$ cat src/rtl/gc_responder.sv
// GameCube controller device-side emulator: decodes host commands off the open-drain
// bus and answers identify/poll with encoded reply frames driven through data_oe.
module gc_responder #(
    parameter int TICKS_PER_US = 10,
    parameter int TIMEOUT_US   = 5,
    parameter int TURN_US      = 4
) (
    input  logic        SYSCLK,
    input  logic        SYSRESET,
    input  logic        data_in,
    output logic        data_oe,
    input  logic [63:0] button_state,
    output logic [23:0] cmd,
    output logic        cmd_valid,
    output logic        rumble,
    output logic        busy
);

    localparam logic [15:0] TO_TICKS   = 16'(TIMEOUT_US * TICKS_PER_US);
    localparam logic [15:0] TURN_TICKS = 16'(TURN_US * TICKS_PER_US);
    localparam logic [15:0] BIT_TICKS  = 16'(4 * TICKS_PER_US);
    localparam logic [15:0] ONE_LOW    = 16'(TICKS_PER_US);
    localparam logic [15:0] ZERO_LOW   = 16'(3 * TICKS_PER_US);
    localparam logic [15:0] STOP_TICKS = 16'(2 * TICKS_PER_US);
    localparam logic [15:0] ONE_MAX    = 16'(2 * TICKS_PER_US);
    localparam logic [15:0] CNT_MAX    = 16'hFFFF;

    localparam logic [2:0] S_IDLE    = 3'd0;
    localparam logic [2:0] S_RX_LOW  = 3'd1;
    localparam logic [2:0] S_RX_HIGH = 3'd2;
    localparam logic [2:0] S_DECODE  = 3'd3;
    localparam logic [2:0] S_TURN    = 3'd4;
    localparam logic [2:0] S_TX_BIT  = 3'd5;
    localparam logic [2:0] S_TX_STOP = 3'd6;

    logic [2:0]  state;
    logic        sync1, sync2, sync_d;
    logic        fall, rise;
    logic [15:0] lo_cnt, hi_cnt, tmr;
    logic [24:0] rx_sr;
    logic [4:0]  bit_cnt;
    logic [63:0] tx_sr;
    logic [6:0]  tx_left;
    logic [15:0] tmr_nxt;
    logic [15:0] low_len;

    // sync flops idle high so the pulled-up bus never fakes an edge out of reset
    always_ff @(posedge SYSCLK) begin
        if (SYSRESET) begin
            sync1  <= 1'b1;
            sync2  <= 1'b1;
            sync_d <= 1'b1;
        end else begin
            sync1  <= data_in;
            sync2  <= sync1;
            sync_d <= sync2;
        end
    end

    assign fall    = sync_d & ~sync2;
    assign rise    = ~sync_d & sync2;
    assign busy    = (state != S_IDLE);
    assign tmr_nxt = tmr + 16'd1;
    assign low_len = tx_sr[63] ? ONE_LOW : ZERO_LOW;

    always_ff @(posedge SYSCLK) begin
        if (SYSRESET) begin
            state     <= S_IDLE;
            data_oe   <= 1'b0;
            cmd       <= 24'h0;
            cmd_valid <= 1'b0;
            rumble    <= 1'b0;
            lo_cnt    <= 16'h0;
            hi_cnt    <= 16'h0;
            tmr       <= 16'h0;
            rx_sr     <= 25'h0;
            bit_cnt   <= 5'h0;
            tx_sr     <= 64'h0;
            tx_left   <= 7'h0;
        end else begin
            cmd_valid <= 1'b0;
            case (state)
                S_IDLE: begin
                    data_oe <= 1'b0;
                    if (fall) begin
                        state   <= S_RX_LOW;
                        lo_cnt  <= 16'd1;
                        bit_cnt <= 5'd0;
                    end
                end
                S_RX_LOW: begin
                    if (rise) begin
                        rx_sr   <= {rx_sr[23:0], (lo_cnt < ONE_MAX)};
                        bit_cnt <= (bit_cnt == 5'd31) ? 5'd31 : bit_cnt + 5'd1;
                        hi_cnt  <= 16'd1;
                        state   <= S_RX_HIGH;
                    end else if (lo_cnt >= TO_TICKS) begin
                        // low held too long: treat as a bus fault, drop the frame
                        state <= S_IDLE;
                    end else if (lo_cnt != CNT_MAX) begin
                        lo_cnt <= lo_cnt + 16'd1;
                    end
                end
                S_RX_HIGH: begin
                    if (fall) begin
                        lo_cnt <= 16'd1;
                        state  <= S_RX_LOW;
                    end else if (hi_cnt >= TO_TICKS) begin
                        state <= S_DECODE;
                    end else if (hi_cnt != CNT_MAX) begin
                        hi_cnt <= hi_cnt + 16'd1;
                    end
                end
                S_DECODE: begin
                    // rx_sr[0] holds the host stop bit and is never part of the command
                    tmr <= 16'd0;
                    if (bit_cnt == 5'd9 && rx_sr[8:1] == 8'h00) begin
                        cmd       <= 24'h000000;
                        cmd_valid <= 1'b1;
                        tx_sr     <= {24'h090003, 40'h0};
                        tx_left   <= 7'd24;
                        state     <= S_TURN;
                    end else if (bit_cnt == 5'd25 && rx_sr[24:17] == 8'h40) begin
                        cmd       <= rx_sr[24:1];
                        rumble    <= rx_sr[1];
                        cmd_valid <= 1'b1;
                        tx_sr     <= button_state;
                        tx_left   <= 7'd64;
                        state     <= S_TURN;
                    end else begin
                        state <= S_IDLE;
                    end
                end
                S_TURN: begin
                    if (tmr == TURN_TICKS - 16'd1) begin
                        tmr     <= 16'd0;
                        data_oe <= 1'b1;
                        state   <= S_TX_BIT;
                    end else begin
                        tmr <= tmr_nxt;
                    end
                end
                S_TX_BIT: begin
                    if (tmr == BIT_TICKS - 16'd1) begin
                        tmr     <= 16'd0;
                        data_oe <= 1'b1;
                        if (tx_left == 7'd1) begin
                            state <= S_TX_STOP;
                        end else begin
                            tx_sr   <= {tx_sr[62:0], 1'b0};
                            tx_left <= tx_left - 7'd1;
                        end
                    end else begin
                        tmr     <= tmr_nxt;
                        data_oe <= (tmr_nxt < low_len);
                    end
                end
                S_TX_STOP: begin
                    if (tmr == STOP_TICKS - 16'd1) begin
                        tmr     <= 16'd0;
                        data_oe <= 1'b0;
                        state   <= S_IDLE;
                    end else begin
                        tmr <= tmr_nxt;
                    end
                end
                default: begin
                    data_oe <= 1'b0;
                    state   <= S_IDLE;
                end
            endcase
        end
    end

endmodule

$ cat config.mk
export PLATFORM = sky130hd
export DESIGN_NAME = gc_responder
export DESIGN_NICKNAME = d
export VERILOG_FILES = /design/src/rtl/gc_responder.sv
export SDC_FILE = /design/constraint.sdc
export NUM_CORES = 1
export LEC_CHECK = 0
export CAP_MARGIN = 20
export CORE_MARGIN = 3
export CORE_UTILIZATION = 55
export DETAILED_ROUTE_END_ITERATION = 12
export PLACE_DENSITY = 0.79
export SLEW_MARGIN = 25
export SYNTH_ARGS = -nofsm -noshare
export SYNTH_HDL_FRONTEND = slang
export SYNTH_SLANG_ARGS = --single-unit
$ cat constraint.sdc
create_clock -name SYSCLK -period 5.9 [get_ports SYSCLK]
set_input_delay 0.59 -clock SYSCLK [delete_from_list [all_inputs] [get_ports SYSCLK]]
set_output_delay 0.59 -clock SYSCLK [all_outputs]
set_load 0.05 [all_outputs]
# Word-level counts from Yosys, hierarchy flattened
# Index checks and enable logic that the tools add are counted.
totals:
  out_inout_bits: 28
  rom_bits: 0
  ff_bits: 182
  ramBits: 0
  latch_bits: 0
  input_bits: 67
  word_cells: 135
  n_memories: 0
op_classes:
  addsub: 5
  div: 0
  reduce_logical: 24
  eq_ne: 32
  shifts: 0
  magnitude_cmp: 4
  multipliers: 0
  muxes: 48
  bitwise: 7
ops:
  columns: ["op", "count"]
  rows:
  - ["two-way mux 64 bit", 4]
  - ["two-way mux 16 bit", 10]
  - ["case mux 64 bit (2 select lines)", 1]
  - ["case mux 16 bit (2 select lines)", 2]
  - ["adder 16 x 1 -> 16 bit (second input constant)", 3]
  - ["two-way mux 24 bit", 2]
  - ["case mux 16 bit (3 select lines)", 1]
  - ["two-way mux 3 bit", 11]
  - ["greater-or-equal comparator 16 x 6 -> 1 bit (second input constant)", 2]
  - ["inequality test 16 bit (second input constant)", 2]
  - ["two-way mux 7 bit", 4]
  - ["inequality test 2 bit (second input constant)", 13]
  - ["case mux 3 bit (7 select lines)", 1]
  - ["two-way mux 5 bit", 4]
  - ["equality test 16 x 5 -> 1 bit (second input constant)", 1]
  - ["equality test 16 x 6 -> 1 bit (second input constant)", 1]
  - ["less-than comparator 16 x 5 -> 1 bit", 1]
  - ["less-than comparator 16 x 5 -> 1 bit (second input constant)", 1]
  - ["case mux 7 bit (2 select lines)", 1]
  - ["equality test 5 bit (second input constant)", 2]
  - ["case mux 5 bit (2 select lines)", 1]
  - ["AND reduction 5 bit", 2]
  - ["nonzero test 2 bit", 5]
  - ["equality test 3 bit (second input constant)", 3]
  - ["23 further kinds", 42]

# Depth between registers and ports, before layout
depth:
  ltp_word: 5
  depth_mapped: 10

# Worst setup path before layout
# OpenSTA, ideal clock, no wires.
synth_path:
  path_kind: "flip-flop to flip-flop"
  start: "register tmr[0]"
  end: "register state[1]"
  arrival_time_ns: 1.888
  period_less_slack_ns: 2.015
  setup_time_ns: 0.128
  path_stages_with_launch: 8
  setup_slack_ns: 3.885
  t_required_ns: 5.772
  path_cell_list: "dfxtp_1 ha_1 nor4bb_1 and4_1 o22ai_4 a2111oi_4 mux2i_1 nor2_1"
synth_between:
  elab_chain_len: 3
  elab_cells_between_ends: 6
  classes_between: "5 x eq/ne; 1 x reduce/logical"
synth_rtl:
  columns: ["item", "line", "rtl"]
  rows:
  - ["start: declaration", "39", "logic [15:0] lo_cnt, hi_cnt, tmr;"]
  - ["start signal: assignment", "140", "tmr <= tmr_nxt;"]
  - ["start signal: assignment", "154", "tmr <= tmr_nxt;"]
  - ["start signal: assignment", "164", "tmr <= tmr_nxt;"]
  - ["equality test 16 x 6 -> 1 bit / equality test 16 x 5 -> 1 bit (equally long branches)", "135, 144, 159", null]
  - ["inequality test 2 bit (no line)", null, null]
  - ["AND reduction 7 bit (no line) *", null, null]
  - ["end signal: assignment", "131", "state <= S_IDLE;"]
  - ["end signal: assignment", "138", "state <= S_TX_BIT;"]
  - ["end signal: assignment", "148", "state <= S_TX_STOP;"]
  - ["end: declaration", "36", "logic [2:0] state;"]
# Mark *: on every way between the ends. The rest lies on a longest branch, timed or not.
# A chain may end at the register's enable or synchronous reset.

# Worst setup path in the final report
layout_path:
  start: "register state[0]"
  end: "register tx_left[4]"
layout_between:
  elab_chain_len: 3
  elab_cells_between_ends: 8
  classes_between: "5 x eq/ne; 1 x mux; 2 x reduce/logical"
layout_rtl:
  columns: ["item", "line", "rtl"]
  rows:
  - ["start signal: assignment", "68", "state <= S_IDLE;"]
  - ["start signal: assignment", "86", "state <= S_RX_LOW;"]
  - ["start signal: assignment", "96", "state <= S_RX_HIGH;"]
  - ["equality test 3 x 2 -> 1 bit / equality test 3 bit (equally long branches)", "82", "case (state)"]
  - ["inequality test 3 bit (no line), or another cell as far along", null, null]
  - ["AND reduction 4 bit (no line)", null, null]
  - ["end signal: assignment", "151", "tx_left <= tx_left - 7'd1;"]
  - ["end: declaration", "43", "logic [6:0] tx_left;"]
# Several ways; a longest one is shown, not always the timed one.

==> results.py <==
metrics = {
    "sta": {
        "max_freq_mhz": 321,
        "skew_ns": 0.00822,
        "fin_worst_hold_slack_ns": 0.412,
        "timing.final.crit_share_pct": 52.7,
        "rsz0062_at_grt": "no",
        "count_of_pins_over_their_slew_limit": 0,
        "hold_viol_final": 0,
        "total_negative_slack_for_setup_checks_ns": 0,
        "post-route-min-period_ns": 3.11,
        "worst_pin_slew_ns": 0.798,
        "timing.max_slew.rel_slack_pct": 46.8,
        "report.final.setup_viol": 0,
    },
    "clocking": {
        "cts_repair_resize_count": 0,
        "cts_hold_buffers": 0,
        "clock_insertion_delay_worst_skew_ns": 0.43,
        "root_buffer": "clkbuf_16",
        "clk_pin_slew_worst_paths_ns": 0.06,
        "cts_tree": "built",
        "cts_htree_levels": 4,
        "maximum_buffer_depth_of_the_clock_tree": 2,
        "numCtsBuffers": 17,
        "clkSinkCount": 182,
        "post-cts-setup-buffers": 0,
    },
    "layout": {
        "antenna_cells": 0,
        "layout.nets": 1005,
        "share_of_final_layout_standard_cells_stronger_than_drive_strength_1_pct": 6.80,
        "area_growth_syn_to_layout_pct": 19.6,
        "filler_cells_inserted": 1107,
    },
    "hold_path": {
        "hold_path_class": "reg2reg",
        "timing.hold.worst.start": "sync1",
    },
    "logic_synthesis": {
        "netlist_area_pre_place_sq_um": 7760,
        "synthesis.yosys.warnings": 0,
        "ys_ff_latch": 182,
        "synth_cell_types": 69,
        "synth_top_flop_cell": "dfxtp_1",
        "synth-async-reset-ratio_pct": 0,
        "synth.net_count": 955,
        "synth-seq-area-share_pct": 47.0,
        "synth_enable_flop_cells": 0,
        "avgSynthCellArea_sq_um": 8.84,
        "syn-instance-count": 878,
    },
    "critical_path": {
        "cp.required_ns": 6.24,
        "timing.setup.critical_path_class": "reg2reg",
        "critical_path.reg2reg.startpoint": "state[0]",
        "path_max_fanout": 39,
        "setup.worst_path.end_class": "flop",
        "critPathLaunchType": "flop",
        "arrival_ns": 3.45,
        "critPathLaunch": "state[0]",
    },
    "grt": {
        "grt_antenna_before_repair": 0,
        "grt_overflow": 0,
        "largest_net_degree_at_the_start_of_global_routing": 79,
        "first_global_vias": 6073,
        "global_route.usage.total_pct": 22.4,
        "global_route_wire_length_before_repair_um": 29600,
    },
    "power_and_ir_drop": {
        "ir_drop_v": 0.000223,
        "power.density_nw_per_um2": 326,
        "p_leak_nw": 3.21,
    },
    "detailed_routing": {
        "vias": 6675,
        "drt-wirelength-per-cell_um": 15.5,
        "dr_iter_0_viols": 622,
        "final_antenna_net_count": 0,
        "drc": 0,
        "number_of_vias_per_cell_after_detailed_routing": 5.98,
        "drt_pass1_iterations": 5,
        "detail_route.wirelength_um": 17300,
    },
    "outcome": {
        "status": "complete, no violations",
    },
    "place": {
        "place.detailed.hpwl_um": 10700,
        "place.port_buffers": 94,
        "gp_congestion": 0.809,
    },
    "floorplanning": {
        "placeableCoreArea_sq_um": 13500,
        "floorplan.die.width_um": 125,
        "std_cell_rows": 42,
        "start_util_pct": 57.5,
        "ios": 95,
        "dieArea_sq_um": 15600,
        "die-height_um": 125,
    },
    "flow_run": {
        "timing.max_cap.violations": 0,
    },
}
==> stage by stage <==
stage	instance area (sq um)	cells	power [W]	utilization, %	setup slack (ns)
2_1_floorplan	7760	878	0.00177	-	3.88
3_3_place_gp	8680	1085	0.00190	64.3	2.83
3_5_place_dp	8680	1085	0.00191	64.3	2.80
4_1_cts	9280	1117	0.00304	68.7	2.76
5_1_grt	9280	1117	0.00316	68.7	2.44
6_report	9280	1117	0.00302	68.7	2.79
==> Yosys cell counts, types with 5 or more instances <==
library cell,instances,area [sq um]
a211oi_1,8,60.1
a21oi_1,56,280
a221oi_1,59,517
a22o_1,14,123
a22oi_1,5,37.5
a311oi_1,11,96.3
a31oi_1,6,37.5
a41oi_1,6,52.6
and2_1,11,68.8
and3_1,24,150
and4_1,7,61.3
buf_2,18,90.1
clkbuf_1,46,173
dfxtp_1,182,3640
ha_1,10,125
inv_1,11,41.3
mux2i_1,7,70.1
nand2_1,89,334
nand3_1,12,60.1
nand4_1,10,62.6
nor2_1,104,390
nor3_1,72,360
nor3_2,5,50.1
nor4_1,7,43.8
o21ai_0,13,65.1
o22ai_1,5,31.3
or3_1,7,43.8
xor2_1,10,87.6
==> layout make-up <==
type | count | area (sq um) | share of cell area (%)
Sequential cell | 182 | 3640 | 39.3
Inverter | 11 | 41.3 | 0.445
Tap cell | 176 | 220 | 2.37
Timing Repair Buffer | 101 | 991 | 10.7
Multi-Input combinational cell | 615 | 3790 | 40.8
Clock inverter | 7 | 92.6 | 0.998
Clock buffer | 25 | 505 | 5.45
==> worst paths after layout <==
| kind | end | slack, ns | cells after the start |
|---|---|---|---|
| worst max register to register | tx_left[4] | 2.79 | 6 |
| worst max-delay path | tx_left[4] | 2.79 | 6 |
| worst min register to register | sync2 | 0.41 | 1 |
| worst min-delay path | sync2 | 0.41 | 1 |
==> report_power, final <==
part	switching [W]	internal, W
Sequential	0.0000683	0.00130
Clock	0.000457	0.000680
Combinational	0.000320	0.000202
Total	0.000845	0.00218
==> routing by layer <==
layer  share of wire, %  global-route usage [%]  up-vias
li1                   -                       -     3340
met1                 47                    31.5     3150
met2                 47                    34.4      160
met3                4.3                    4.29       25
met4                1.6                    7.74        0
met5                  0                       0        -
==> logic make-up (layout without fill, tap and decap cells) <==
group,count (synthesis),after routing,share of synthesized area [%]
adder cells (fa/ha/maj),10,10,1.61
AND/OR/NAND/NOR,378,378,24.4
multiplexers,7,7,0.903
XOR/XNOR,12,12,1.35
flip-flops,182,182,47.0
buffers and inverters,81,144,4.50
AO/OA/AOI/OAI,208,208,20.2
==> placed cells by master (no fill, tap or decap), types with 11 or more instances in the layout <==
cell type / Yosys / routed
a21oi_1: 56 / 56
a221oi_1: 59 / 59
a22o_1: 14 / 14
a311oi_1: 11 / 11
and3_1: 24 / 24
clkbuf_16: 0 / 17
clkdlybuf4s50_1: 0 / 93
dfxtp_1: 182 / 182
inv_1: 11 / 11
nand2_1: 89 / 89
nand3_1: 12 / 12
nor2_1: 104 / 103
nor3_1: 72 / 72
o21ai_0: 13 / 13
==> state kept, by name, indices dropped and copies added (netlist names) <==
name / count
tx_sr: 64
rx_sr: 25
cmd: 24
hi_cnt: 16
lo_cnt: 16
tmr: 16
tx_left: 7
bit_cnt: 5
state: 3
cmd_valid: 1
data_oe: 1
rumble: 1
sync1: 1
sync2: 1
sync_d: 1
==> worst max-delay path, cell delays in order, from the launching register on <==
cell and delay, ns:
dfxtp_1 0.65, nand3b_1 0.48, nor2_1 0.41, o22a_2 0.64, buf_4 0.48, a21oi_1 0.11
a211oi_1 0.23
Power figures use the tool's default switching activity.
